--- config.mk ---
export PLATFORM = sky130hd
export DESIGN_NAME = cdb_arbiter
export DESIGN_NICKNAME = d
export VERILOG_FILES = /design/src/rtl/cdb_pkg.sv /design/src/rtl/rr_arbiter.sv /design/src/rtl/cdb_arbiter.sv
export SDC_FILE = /design/constraint.sdc
export NUM_CORES = 1
export LEC_CHECK = 0
export BUFFER_PORTS_ARGS = -buffer_cell sky130_fd_sc_hd__buf_2
export CAP_MARGIN = 20
export CORE_MARGIN = 1
export CORE_UTILIZATION = 55
export CTS_CLUSTER_DIAMETER = 150
export CTS_CLUSTER_SIZE = 14
export DETAILED_ROUTE_END_ITERATION = 8
export GPL_ROUTABILITY_DRIVEN = 0
export MAX_ROUTING_LAYER = met4
export PLACE_DENSITY = 0.78
export SLEW_MARGIN = 20
export SYNTH_ARGS = -nofsm -noshare
export SYNTH_HDL_FRONTEND = slang
export SYNTH_SLANG_ARGS = --single-unit
export TNS_END_PERCENT = 10
--- constraint.sdc ---
create_clock -name clk -period 6.3 [get_ports clk]
set_input_delay 0.945 -clock clk [delete_from_list [all_inputs] [get_ports clk]]
set_output_delay 0.945 -clock clk [all_outputs]
set_load 0.02 [all_outputs]
--- src/rtl/cdb_pkg.sv ---
// Common Data Bus definitions shared by the CDB arbiter, the reservation
// stations and the register-status table.
package cdb_pkg;

  // Reservation-station tag width and result width of the core.
  localparam int LABEL_W = 5;
  localparam int DATA_W  = 32;

  // Tag value meaning "no producer"; a result carrying it is never broadcast.
  localparam int unsigned NULL_LABEL = 0;

  // One broadcast on the CDB as seen by every consumer (BCEN/BClabel/BCdata).
  typedef struct packed {
    logic               en;
    logic [LABEL_W-1:0] label;
    logic [DATA_W-1:0]  data;
  } cdb_bcast_t;

  // Index that lies 'off' positions after 'base' on a ring of 'n' slots.
  function automatic int rr_wrap(input int base, input int off, input int n);
    return (base + off) % n;
  endfunction

endpackage

--- src/rtl/rr_arbiter.sv ---
// Combinational grant selector for the CDB arbiter.
// Default build: round-robin search starting one slot after 'ptr'.
// CDB_FIXED_PRIO_EN defined: lowest candidate index wins and 'ptr' is ignored.
// The pointer register itself lives in the instantiating module.
module rr_arbiter
  import cdb_pkg::*;
#(
  parameter int N     = 4,
  parameter int IDX_W = $clog2(N)
) (
  input  logic [IDX_W-1:0] ptr,
  input  logic [N-1:0]     cand,
  output logic [N-1:0]     gnt,
  output logic [IDX_W-1:0] gnt_idx
);

`ifdef CDB_FIXED_PRIO_EN

  // Priority mode has no pointer; fold it into a sink so it is visibly dropped.
  logic unused_ptr;
  assign unused_ptr = ^ptr;

  // Scan from the top down so the lowest-index candidate is the last writer.
  always_comb begin : fixed_search
    gnt     = '0;
    gnt_idx = '0;
    for (int i = N - 1; i >= 0; i--) begin
      if (cand[i]) begin
        gnt     = '0;
        gnt[i]  = 1'b1;
        gnt_idx = IDX_W'(i);
      end
    end
  end

`else

  // Walk the ring from ptr+1 and take the first candidate found.
  always_comb begin : rr_search
    int   idx;
    logic found;
    gnt     = '0;
    gnt_idx = '0;
    found   = 1'b0;
    idx     = 0;
    for (int k = 1; k <= N; k++) begin
      idx = rr_wrap(int'(ptr), k, N);
      if (!found && cand[IDX_W'(idx)]) begin
        found               = 1'b1;
        gnt[IDX_W'(idx)]    = 1'b1;
        gnt_idx             = IDX_W'(idx);
      end
    end
  end

`endif

endmodule

--- src/rtl/cdb_arbiter.sv ---
// CDB arbiter: shares the Common Data Bus between N_REQ functional-unit
// result ports. Each port has a one-entry holding buffer; one buffered
// result is broadcast per cycle on the registered (bc_en, bc_label, bc_data)
// triple with bc_src naming the winning port.
// Build option: CDB_FIXED_PRIO_EN selects fixed lowest-index priority instead
// of round-robin; the round-robin pointer is then not built.
//
// Handshake: a transfer on port i happens on a rising edge where
// req_valid[i] && req_ready[i]. req_ready[i] is combinational and is high when
// the buffer is empty or is being granted this cycle (drain and refill on the
// same edge). Once req_valid[i] is raised the requester holds it, the label
// and the data unchanged until the transfer edge; req_valid never depends on
// req_ready.
module cdb_arbiter #(
  parameter int  N_REQ   = 4,
  parameter int  DATA_W  = cdb_pkg::DATA_W,
  parameter int  LABEL_W = cdb_pkg::LABEL_W,
  localparam int IDX_W   = $clog2(N_REQ)
) (
  input  logic                     clk,
  input  logic                     rst_n,
  input  logic [N_REQ-1:0]         req_valid,
  input  logic [N_REQ*LABEL_W-1:0] req_label,
  input  logic [N_REQ*DATA_W-1:0]  req_data,
  output logic [N_REQ-1:0]         req_ready,
  output logic                     bc_en,
  output logic [LABEL_W-1:0]       bc_label,
  output logic [DATA_W-1:0]        bc_data,
  output logic [IDX_W-1:0]         bc_src,
  output logic                     tag_err
);

  localparam logic [LABEL_W-1:0] NULL_TAG = LABEL_W'(cdb_pkg::NULL_LABEL);

  // Holding buffers, one per requester.
  logic [N_REQ-1:0]   buf_v;
  logic [LABEL_W-1:0] buf_label [N_REQ];
  logic [DATA_W-1:0]  buf_data  [N_REQ];

  // Unpacked views of the incoming buses.
  logic [LABEL_W-1:0] in_label [N_REQ];
  logic [DATA_W-1:0]  in_data  [N_REQ];
  logic [N_REQ-1:0]   in_null;

  // Arbitration signals.
  logic [N_REQ-1:0]   cand;
  logic [N_REQ-1:0]   gnt;
  logic [IDX_W-1:0]   gnt_idx;
  logic               gnt_any;
  logic [N_REQ-1:0]   xfer;
  logic [IDX_W-1:0]   arb_ptr;

  // Slice the packed request buses and flag candidates per port.
  for (genvar g = 0; g < N_REQ; g++) begin : g_port
    assign in_label[g] = req_label[g*LABEL_W +: LABEL_W];
    assign in_data[g]  = req_data[g*DATA_W +: DATA_W];
    assign in_null[g]  = (in_label[g] == NULL_TAG);
    // A null-tagged entry is never stored, but the tag test keeps the
    // "never broadcast tag 0" guarantee local to the grant path.
    assign cand[g]     = buf_v[g] && (buf_label[g] != NULL_TAG);
  end

  assign gnt_any   = |gnt;
  assign req_ready = ~buf_v | gnt;
  assign xfer      = req_valid & req_ready;

  rr_arbiter #(
    .N     (N_REQ),
    .IDX_W (IDX_W)
  ) u_arb (
    .ptr     (arb_ptr),
    .cand    (cand),
    .gnt     (gnt),
    .gnt_idx (gnt_idx)
  );

`ifdef CDB_FIXED_PRIO_EN

  assign arb_ptr = '0;

`else

  logic [IDX_W-1:0] rr_ptr;

  // Remember the last winner so the next search starts just after it.
  always_ff @(posedge clk or negedge rst_n) begin
    if (!rst_n) begin
      rr_ptr <= IDX_W'(N_REQ - 1);
    end else if (gnt_any) begin
      rr_ptr <= gnt_idx;
    end
  end

  assign arb_ptr = rr_ptr;

`endif

  // Capture offered results; a granted entry empties unless refilled on the same edge.
  always_ff @(posedge clk or negedge rst_n) begin
    if (!rst_n) begin
      buf_v <= '0;
      for (int i = 0; i < N_REQ; i++) begin
        buf_label[i] <= '0;
        buf_data[i]  <= '0;
      end
    end else begin
      for (int i = 0; i < N_REQ; i++) begin
        if (xfer[i]) begin
          buf_v[i]     <= !in_null[i];
          buf_label[i] <= in_label[i];
          buf_data[i]  <= in_data[i];
        end else if (gnt[i]) begin
          buf_v[i] <= 1'b0;
        end
      end
    end
  end

  // Register the broadcast; the payload holds when nothing is granted.
  always_ff @(posedge clk or negedge rst_n) begin
    if (!rst_n) begin
      bc_en    <= 1'b0;
      bc_label <= '0;
      bc_data  <= '0;
      bc_src   <= '0;
    end else if (gnt_any) begin
      bc_en    <= 1'b1;
      bc_label <= buf_label[gnt_idx];
      bc_data  <= buf_data[gnt_idx];
      bc_src   <= gnt_idx;
    end else begin
      bc_en    <= 1'b0;
    end
  end

  // Sticky flag for any accepted result that carried the null tag.
  always_ff @(posedge clk or negedge rst_n) begin
    if (!rst_n) begin
      tag_err <= 1'b0;
    end else if (|(xfer & in_null)) begin
      tag_err <= 1'b1;
    end
  end

endmodule

Word-level counts from Yosys, hierarchy flattened
Cells that the tools add are included.

word-level totals
  register bits = 195
  input port bits = 154
  output and inout port bits = 45
  word-level logic and storage cells = 117

cells by class
  add/sub/neg operators = 4
  $lt $le $gt $ge = 9
  muxes and demuxes = 46
  bitwise operators = 8
  reduce and logical (&&, ||, !) cells = 32

operators by type and width
  kind                                                                                  number
  32-bit binary-select mux with 2-bit select                                            1
  32-bit 2-to-1 mux                                                                     2
  1-bit 2-to-1 mux                                                                      24
  5-bit logical NOT                                                                     4
  5-bit nonzero test                                                                    4
  2-bit by 4-bit less-than comparator with 1-bit output (second input constant)         4
  4-bit 2-to-1 mux                                                                      4
  4-bit bitwise OR                                                                      4
  1-bit logical AND                                                                     11
  5-bit binary-select mux with 2-bit select                                             1
  5-bit 2-to-1 mux                                                                      2
  4-bit AND                                                                             2
  1-bit binary-select mux with 2-bit select                                             4
  1-bit demux with 2-bit select                                                         4
  2-bit by 1-bit greater-or-equal comparator with 1-bit output (second input constant)  4
  2-bit 2-to-1 mux                                                                      4
  2-bit nonzero test                                                                    4
  4-bit OR reduction                                                                    2
  1-bit logical NOT                                                                     7
  2-bit by 1-bit adder with 2-bit output (second input constant)                        2
  2-bit adder (second input constant)                                                   2
  4-bit NOT                                                                             1
  3-bit greater-or-equal comparator (second input constant)                             1
  2-bit NOT with 3-bit output                                                           1

Depth between registers and ports, before layout
Gate-level depths: netlist (run 1).

  depth in word-level cells = 19
  gate-level depth with buffers = 14
  mapped depth without buffers = 10

Hierarchy
A second synthesis (run 1) with hierarchy kept.

second synthesis, totals
  cell total of the unflattened synthesis = 649
  area, all modules = 9043.7 µm²

modules (own cells, without submodules)
  module       instances  cells an instance  area an instance (µm²)  sequential area each (µm²)
  cdb_arbiter  1          566                8398.1                  4882.2
  rr_arbiter   1          83                 645.6                   0.0

Worst setup path after synthesis (run 1)
OpenSTA, ideal clock, no wires.

  path kind = reg2out
  from = reg rr_ptr[1] (netlist: arb_ptr[1])
  to = out req_ready[2]
  data arrival time = 2.752 ns
  required time = 5.355 ns
  slack = 2.603 ns
  cell stages (with the launch flop) = 11
  buffers on the path = 3
  path through = dfstp_2 > buf_2 > inv_1 > clkbuf_1 > ha_1 > clkbuf_1 > nor2_1 > a22o_1 > a2bb2oi_1 > nor3_1 > a211o_1

between the ends
  word-level cells in the longest chain between the ends = 15
  elaborated cells on any way between the ends = 53
  classes of those cells = add/sub (4); order compare (8); mux (27); bitwise (4); reduce/logical (10)

ends and longest elaborated chain
  element                                                                                         RTL line           source
  start: declaration                                                                              cdb_arbiter.sv:83  logic [IDX_W-1:0] rr_ptr;
  start signal: assignment                                                                        cdb_arbiter.sv:88  rr_ptr <= IDX_W'(N_REQ - 1);
  start signal: assignment                                                                        cdb_arbiter.sv:90  rr_ptr <= gnt_idx;
  branches (longest 13 deep; another with 2-bit by 4-bit less-than comparator with 1-bit output)  n/a
  4-bit 2-to-1 mux (*)                                                                            rr_arbiter.sv:48   if (!found && cand[IDX_W'(idx)]) begin
  4-bit bitwise OR (*)                                                                            cdb_arbiter.sv:64  assign req_ready = ~buf_v | gnt;
  end: declaration                                                                                cdb_arbiter.sv:25  output logic [N_REQ-1:0] req_ready,

Every way passes the cells marked *. The select of a mux whose other input is x is not followed.

Worst setup path after layout (run 1)
Ends and elaborated chain as after synthesis.

==> results.toml, run 1 <==
[run_status]
outcome = "finished, final reports clean"

[floorplanning]
die_h_um = 130.9
rows = 46
core_sq_um = 16060
die-area_sq_um = 17130
io_pins = 199
die_x_um = 130.9
start_util_pct = 56.90

[clock_network]
cts_resized = 0
cts_made_buffers = 17
postCtsSetupBuffers = 0
ctsHtreeMaxLevel = 4
cts_buffer_depth = 2
cts_tree = "yes"
cts_hold_buf = 0
clk_pin_slew_ns = 0.07
clock_latency_ns = 0.44
cts.sinks = 195
root_buffer = "clkbuf_16"

[worst_setup_path]
crit_arrival_ns = 3.96
slowest_stage = "dfstp_2"
cp-end-kind = "primary output"
crit_path_max_incr_delay_ns = 0.73
crit_path_cell_trace = "inv_1 -> ha_1 -> inv_1 -> o211ai_1 -> a2bb2oi_1 -> nor3_1 -> a211o_1 -> buf_2"
crit_type = "reg -> out"
cp-start-kind = "flop"
cp.required_ns = 5.35
cp_common_cell = "inv_1"
cp_max_fo = 14

[timing]
hold_violations = 0
finalSetupViolations = 0
finalCritPeriodShare_pct = 77.91
slew_viol_final = 0
timing.max_slew.rel_slack_pct = 31.11
fin_tns_setup_ns = 0
fin_skew_ns = 0.01850
fin_crit_ns = 4.908
fmax_ghz = 0.2037
tightestPinTransition_ns = 1.029
rsz0062_at_grt = "no"

[detailed_routing]
drc_errors = 0
via_per_inst = 5.824
num_vias = 5812
routedWlPerCell_um = 21.04
routed_wl_mm = 21.00
drtAntennaViolNets = 0
drt_iter0_drc = 409
drt_pass1_iterations = 5

[synth]
ys_seq_area_share_pct = 53.44
ys_ff_latch = 195
synth_edf_count = 0
async_flop_share_pct = 100.0
netlist_instances = 574
syn_avg_cell_area_sq_um = 15.92
yosys_warnings = 0
ys_types = 54
ys.flop_type = "dfrtp_1"
syn-cell-area_sq_um = 9136
syn_nets = 736

[final_layout]
layout-drive-gt1-share_pct = 50.83
fin_nets = 928
finalNonFillerCells = 998
area_delta_synth_final_pct = 18.97

[global_route]
grt_max_degree = 129
antenna_found_initial = 1
grt_overflow = 0
grt_pass1_vias = 6058
grt_pass1_wl_mm = 32.49
grt_use_total_pct = 26.56

[placed_design]
placed_cells = 963
io_buffers = 198
place_hpwl_mm = 14.55

[flow_run]
cap_violations = 0

[power_and_ir_drop]
leakage_nw = 5.683
p_per_area_nw_per_um2 = 222.5
ir_worst_vdd_v = 0.0001986

[min_path]
min_path_type = "reg -> reg"
[path summary, 6_finish.rpt]
kind / slack (ns) / depth (start not counted) / end / start
max: 1.39 / 8 / req_ready[2] / arb_ptr[1]$_DFFE_PN1P_
min: 0.49 / 1 / buf_data[80]$_DFFE_PN0P_ / buf_data[80]$_DFFE_PN0P_
max reg2reg: 1.57 / 9 / buf_data[108]$_DFFE_PN0P_ / arb_ptr[1]$_DFFE_PN1P_
min reg2reg: 0.49 / 1 / buf_data[80]$_DFFE_PN0P_ / buf_data[80]$_DFFE_PN0P_
max in group asynchronous: 4.16 / 2 / buf_data[45]$_DFFE_PN0P_ / rst_n
min in group asynchronous: 0.67 / 1 / bc_data[29]$_DFFE_PN0P_ / rst_n
[report_power, final]
part           internal (W)  switching (W)
Combinational     0.0000357      0.0000429
Clock              0.000597       0.000492
Sequential          0.00125              0
[critical path, delay by kind of cell, from the launching register on]
kind                       cells  cell delay (ns)
adders and majority gates      1             0.61
buffers and inverters          3             0.72
AOI/OAI and AO/OA              3             1.35
and+or+nand+nor                1             0.11
DFF                            1             0.73
[cell families (layout without fill, tap and decap cells)]
| logic type | Yosys count | after routing | synth area share [%] |
|---|---|---|---|
| compound gates | 55 | 55 | 4.465 |
| flops | 195 | 195 | 53.44 |
| buf+inv | 39 | 244 | 3.054 |
| fa+ha+maj | 8 | 8 | 1.096 |
| mux | 230 | 230 | 34.98 |
| simple gates | 47 | 47 | 2.972 |
| other cells | 0 | 3 | 0 |
[placed cells by master, fill, tap and decap left out, types with 4 or more instances in the layout]
cell type  netlist  routed
mux2_2          61      61
mux2_1          89      89
inv_6            0       4
mux2_4          37      37
a31oi_1          4       4
dfrtp_1        193     193
inv_1            8       8
ha_1             8       8
o211ai_1         8       8
mux4_2          39      39
buf_2           13     197
nand2_1         11      11
o21ai_1          8       5
or4_4            4       4
nor2_1          12      12
clkbuf_16        0      17
buf_4            1       6
o21ai_0          4       4
o2111ai_1        4       4
[synth_stat cells, types with 2 or more instances]
cell	count	area [sq um]
mux2_1	89	1002
mux4_2	39	878.3
inv_1	8	30.03
mux2i_1	2	20.02
mux2_2	61	686.9
clkbuf_1	3	11.26
a31oi_1	4	25.02
o22a_1	2	17.52
nor4_2	2	25.02
o31ai_1	3	22.52
or4_1	2	15.01
o211ai_1	8	60.06
or4_4	4	45.04
o2111ai_1	4	35.03
o21ai_0	4	20.02
ha_1	8	100.1
buf_6	10	112.6
a41oi_1	2	17.52
buf_2	13	65.06
nand2_1	11	41.29
mux2_4	37	555.5
nor2b_1	2	12.51
buf_8	3	45.04
dfrtp_1	193	4830
nand4_1	3	18.77
dfstp_2	2	52.55
a21oi_1	3	15.01
mux4_1	2	52.55
o21ai_1	8	40.04
nor3_1	3	15.01
o21a_1	3	22.52
nor2_1	12	45.04
or2_2	3	18.77
[layout make-up]
| class | count | area [sq um] |
|---|---|---|
| multi-input combinational | 340 | 4033 |
| sequential | 195 | 4882 |
| inverter | 8 | 30.03 |
| clock buffer | 17 | 425.4 |
| clock inverter | 15 | 176.4 |
| antenna | 3 | 7.507 |
| timing repair buffer | 204 | 1045 |
| fill | 1130 | 5189 |
| tap | 216 | 270.3 |
[metrics by stage]
step	cell area, sq um	total power (W)	worst slack [ns]	utilization [%]	hold WS (ns)
floorplan	9136	0.001278	2.603	-	0.4587
global placement	10260	0.001353	1.961	63.89	0.4676
detailed placement	10260	0.001356	1.734	63.89	0.4765
CTS	10860	0.002444	1.525	67.64	0.4920
global route	10860	0.002491	1.231	67.66	0.5001
finish	10870	0.002419	1.392	67.69	0.4874
[state kept, by name, indices dropped and copies added (netlist names)]
register   cells
arb_ptr        2
bc_data       32
bc_en          1
bc_label       5
bc_src         2
buf_data     128
buf_label     20
buf_v          4
tag_err        1
[per-layer routing]
metal	track usage (%)	part of all wire, %
met2	43.54	51
met5	-	0
met1	32.37	41
met4	8.654	1.5
met3	6.596	6.6
(Power assumes the default switching activity.)
==> run 2, diff against run 1 <==
Clock period 6.3 ns to 4.75 ns, I/O delays scaled along.
==> results.toml, run 2 (synthesized netlist as in run 1, its figures left out) <==
[timing]
finalCritPeriodShare_pct = 94.58
rsz0062_at_grt = "no"
timing.max_slew.rel_slack_pct = 36.33
tightestPinTransition_ns = 0.9551
finalSetupViolations = 0
hold_violations = 0
slew_viol_final = 0
fmax_ghz = 0.2226
fin_tns_setup_ns = 0
fin_skew_ns = 0.01104
fin_crit_ns = 4.492
fin_hold_ws_ns = 0.3482
fin_ws_ns = 0.2577

[worst_setup_path]
r2r-end = "bc_label[0]$_DFFE_PN0P_"
cp-endpoint = "req_ready[1]"
crit_type = "reg -> out"
cp-start-kind = "flop"
crit_arrival_ns = 3.78
cp-end-kind = "primary output"
ff2ff_setup_slack_ns = 0.42
rr_worst_depth = 9
r2r-start = "arb_ptr[1]$_DFFE_PN1P_"
cp.required_ns = 4.04
startpoint = "arb_ptr[1]$_DFFE_PN1P_"
cp_max_fo = 14

[final_layout]
layout_common_cells = "197 x buf_2, 193 x dfrtp_1, 89 x mux2_1, 61 x mux2_2, 39 x mux4_2"
final_common_cell = "buf_2"
reg_top3 = "buf_data (128), bc_data (32), buf_label (20)"
fin_nets = 933
finalNonFillerCells = 1000
area_delta_synth_final_pct = 19.28
largest_register_ffs = 128
layout-drive-gt1-share_pct = 51.28
num_antenna_cells = 0
largest_register = "buf_data"

[global_route]
grt_max_degree = 118
grt_pass1_wl_mm = 32.96
grt_pass1_vias = 6300
grt_use_total_pct = 26.96
antenna_found_initial = 0
grt_overflow = 0

[min_path]
min_path_type = "in -> async"

[placed_design]
pre_cts_slack_ns = 0.5193
place_hpwl_mm = 14.79
io_buffers = 198
placed_cells = 968

[run_status]
outcome = "finished, final reports clean"

[clock_network]
ctsHtreeMaxLevel = 4
clock_latency_ns = 0.44
cts_tree = "yes"
cts_made_buffers = 17
root_buffer = "clkbuf_16"
cts.sinks = 195
clk_pin_slew_ns = 0.07
cts_buffer_depth = 2

[power_and_ir_drop]
ir_worst_vdd_v = 0.0002614
leakage_nw = 5.699
p_per_area_nw_per_um2 = 286.5

[flow_run]
cap_violations = 0

[floorplanning]
core_sq_um = 16060
io_pins = 199
start_util_pct = 56.90
die_x_um = 130.9
die_h_um = 130.9
die-area_sq_um = 17130
rows = 46

[detailed_routing]
drc_errors = 0
drt_iter0_drc = 337
routed_wl_mm = 21.30
drt_pass1_iterations = 5
routedWlPerCell_um = 21.30
drtAntennaViolNets = 0
via_per_inst = 5.923
num_vias = 5923
[run 2: stage by stage]
stage / utilization (%) / area (sq um) / power [W]
after floorplan: - / 9136 / 0.001696
after global placement: 64.28 / 10320 / 0.001794
after detailed placement: 64.28 / 10320 / 0.001798
after CTS: 67.83 / 10890 / 0.003151
after global routing: 67.87 / 10900 / 0.003230
final: 67.87 / 10900 / 0.003122
[run 2: what timing repair did]
action	CTS	global route
buffers inserted	0	0
setup endpoints to repair	0	4
gates resized for setup	0	1
hold buffers	0	0
[run 2: final cells by class]
type	count	area, sq um
fillers	1133	5160
flip-flops and latches	195	4882
multi-input cells	340	4039
repair buffers	209	1107
clock buffers	18	439.2
well taps	216	270.3
clock inverters	14	130.1
inverters	8	30.03
[run 2: how the worst min path moves through the flow]
stage / from / end / cells past startpoint
2_1_floorplan: rst_n / bc_data[0]$_DFFE_PN0P_ / 0
3_3_place_gp: bc_data[30]$_DFFE_PN0P_ / bc_data[30]$_DFFE_PN0P_ / 1
3_5_place_dp: buf_data[115]$_DFFE_PN0P_ / buf_data[115]$_DFFE_PN0P_ / 1
4_1_cts: rst_n / bc_data[29]$_DFFE_PN0P_ / 1
5_1_grt: req_data[18] / buf_data[114]$_DFFE_PN0P_ / 2
6_report: rst_n / buf_data[29]$_DFFE_PN0P_ / 1
[run 2: critical path, stage by stage (launching register included)]
cell and delay, ns:
dfstp_2 0.72, inv_1 0.30, ha_1 0.61, inv_1 0.21, o211ai_1 0.47, nand4_1 0.18, a31oi_1 0.49, or2_2 0.22
buf_2 0.16
[run 2: metal layers]
metal  up-vias  GRT usage, %  part of all wire (%)
met4         0         10.07                   2.5
met1      3036         33.11                    41
met3        56         6.596                   6.5
met2       272         43.39                    50
met5         -             -                     0
li1       2559             -                     -
[run 2: report_power, final]
group / leakage, nW / switching [W] / internal (W)
logic: 2.73 / 0.0000572 / 0.0000479
clock network: 0.269 / 0.000659 / 0.000699
registers: 2.70 / 0 / 0.00166
total: 5.70 / 0.000716 / 0.00241
==> run 3, diff against run 2 <==
Settings changed: BUFFER_PORTS_ARGS -buffer_cell sky130_fd_sc_hd__buf_2 to default, DONT_BUFFER_PORTS from default to 1, PLACE_DENSITY 0.78 to 0.67.
==> results.toml, run 3 (synthesized netlist as in run 1, its figures left out) <==
[power_and_ir_drop]
p_per_area_nw_per_um2 = 318.4
ir_worst_vdd_v = 0.0002519
leakage_nw = 4.865

[detailed_routing]
wl_met3_mm = 1.631
num_vias = 5094
drt_iter0_drc = 439
drt_pass1_iterations = 4
via_per_inst = 6.304
routedWlPerCell_um = 24.83
drtAntennaViolNets = 0
wl_met1_mm = 8.133
dr_wl_met2_mm = 10.05
highest_layer = "met4"
routed_wl_mm = 20.06
drc_errors = 0

[clock_network]
cts.sinks = 195
root_buffer = "clkbuf_16"
postCtsSetupBuffers = 0
clock_latency_ns = 0.43
cts_tree = "yes"
cts_buffer_depth = 2
cts_resized = 0
ctsHtreeMaxLevel = 4
clk_pin_slew_ns = 0.07
cts_made_buffers = 17

[global_route]
grt_pass1_vias = 5400
grt_pass1_wl_mm = 30.42
grt_use_total_pct = 25.12
antenna_found_initial = 6
grt_overflow = 0
grt_max_degree = 196

[worst_setup_path]
slowest_stage = "dfstp_2"
cp.required_ns = 4.04
cp.depth = 7
cp_max_fo = 14
rr_worst_depth = 9
crit_path_max_incr_delay_ns = 0.71
cp-start-kind = "flop"
crit_path_cell_trace = "inv_1 -> ha_1 -> inv_1 -> o211ai_1 -> a2bb2oi_1 -> o31ai_1 -> or2_2"
path_delay_family = "compound AO/OA/AOI/OAI gates"
cp_common_cell = "inv_1"
worst-path-buf-inv = 2
r2r-end = "buf_data[38]$_DFFE_PN0P_"
startpoint = "arb_ptr[1]$_DFFE_PN1P_"
crit_arrival_ns = 3.85
crit_type = "reg -> out"
ff2ff_setup_slack_ns = 0.33
cp-endpoint = "req_ready[1]"
cp-end-kind = "primary output"
r2r-start = "arb_ptr[1]$_DFFE_PN1P_"

[floorplanning]
die-area_sq_um = 17130
start_util_pct = 56.90
rows = 46
io_pins = 199
die_x_um = 130.9
core_sq_um = 16060
die_h_um = 130.9

[final_layout]
fin_nets = 734
area_delta_synth_final_pct = 8.970
final_common_cell = "dfrtp_1"
regArea_sq_um = 4882
reg_top3 = "buf_data (128), bc_data (32), buf_label (20)"
multi_input_area_sq_um = 4033
n_fill_cell = 1188
finish.utilization_pct = 62.00
finalNonFillerCells = 808
layout_common_cells = "193 x dfrtp_1, 89 x mux2_1, 61 x mux2_2, 39 x mux4_2, 37 x mux2_4"
layout-drive-gt1-share_pct = 34.53
largest_register = "buf_data"
largest_register_ffs = 128

[timing]
fin_skew_ns = 0.009322
fin_tns_setup_ns = 0
fin_ws_ns = 0.1913
slew_viol_final = 0
rsz0062_at_grt = "no"
fin_crit_ns = 4.559
finalSetupViolations = 0
tightestPinTransition_ns = 0.6588
finalCritPeriodShare_pct = 95.97
timing.max_slew.rel_slack_pct = 56.08
hold_violations = 25
fin_hold_ws_ns = -0.02751
fmax_ghz = 0.2194

[placed_design]
io_buffers = 0
placed_cells = 769
place_hpwl_mm = 13.60
pre_cts_slack_ns = 0.4496

[run_status]
violations = "negative hold slack"
outcome = "finished with violations"

[min_path]
min_path_type = "in -> async"

[flow_run]
cap_violations = 0
==> run 3: worst min-delay path by stage <==
stage / slack, ns / to / start / cells after the start
after floorplan: 0.42 / bc_data[0]$_DFFE_PN0P_ / rst_n / 0
after global placement: 0.42 / buf_data[28]$_DFFE_PN0P_ / rst_n / 0
after detailed placement: 0.42 / buf_data[60]$_DFFE_PN0P_ / rst_n / 0
after CTS: -0.04 / buf_data[60]$_DFFE_PN0P_ / rst_n / 0
after global routing: -0.05 / buf_data[60]$_DFFE_PN0P_ / rst_n / 0
final: -0.03 / buf_data[29]$_DFFE_PN0P_ / rst_n / 0
==> run 3: final cells by class <==
class / instances / area share [%]
clock buffers: 17 / 4.273
inverters: 8 / 0.3016
diodes: 7 / 0.1759
multi-input cells: 340 / 40.51
well taps: 216 / 2.715
flip-flops and latches: 195 / 49.04
repair buffers: 10 / 1.005
clock inverters: 15 / 1.986
==> run 3: through the flow <==
stage	area, sq um	hold WS, ns	power (W)
floorplan	9136	0.4169	0.001696
global placement	9315	0.4217	0.001696
detailed placement	9315	0.4207	0.001696
CTS	9938	-0.04497	0.003203
global route	9956	-0.05083	0.003260
finish	9956	-0.02751	0.003170
==> run 3: metal layers <==
metal | vias up | global-route usage (%)
li1 | 2171 | -
met1 | 2695 | 30.63
met2 | 203 | 40.09
met3 | 25 | 7.899
met4 | 0 | 7.640
met5 | - | -
==> run 3: power by group <==
part           switching (W)  internal [W]    total, W
sequential                 0       0.00166     0.00166
clock               0.000661      0.000844     0.00151
combinational     0.00000167    0.00000283  0.00000451
total               0.000663       0.00251     0.00317
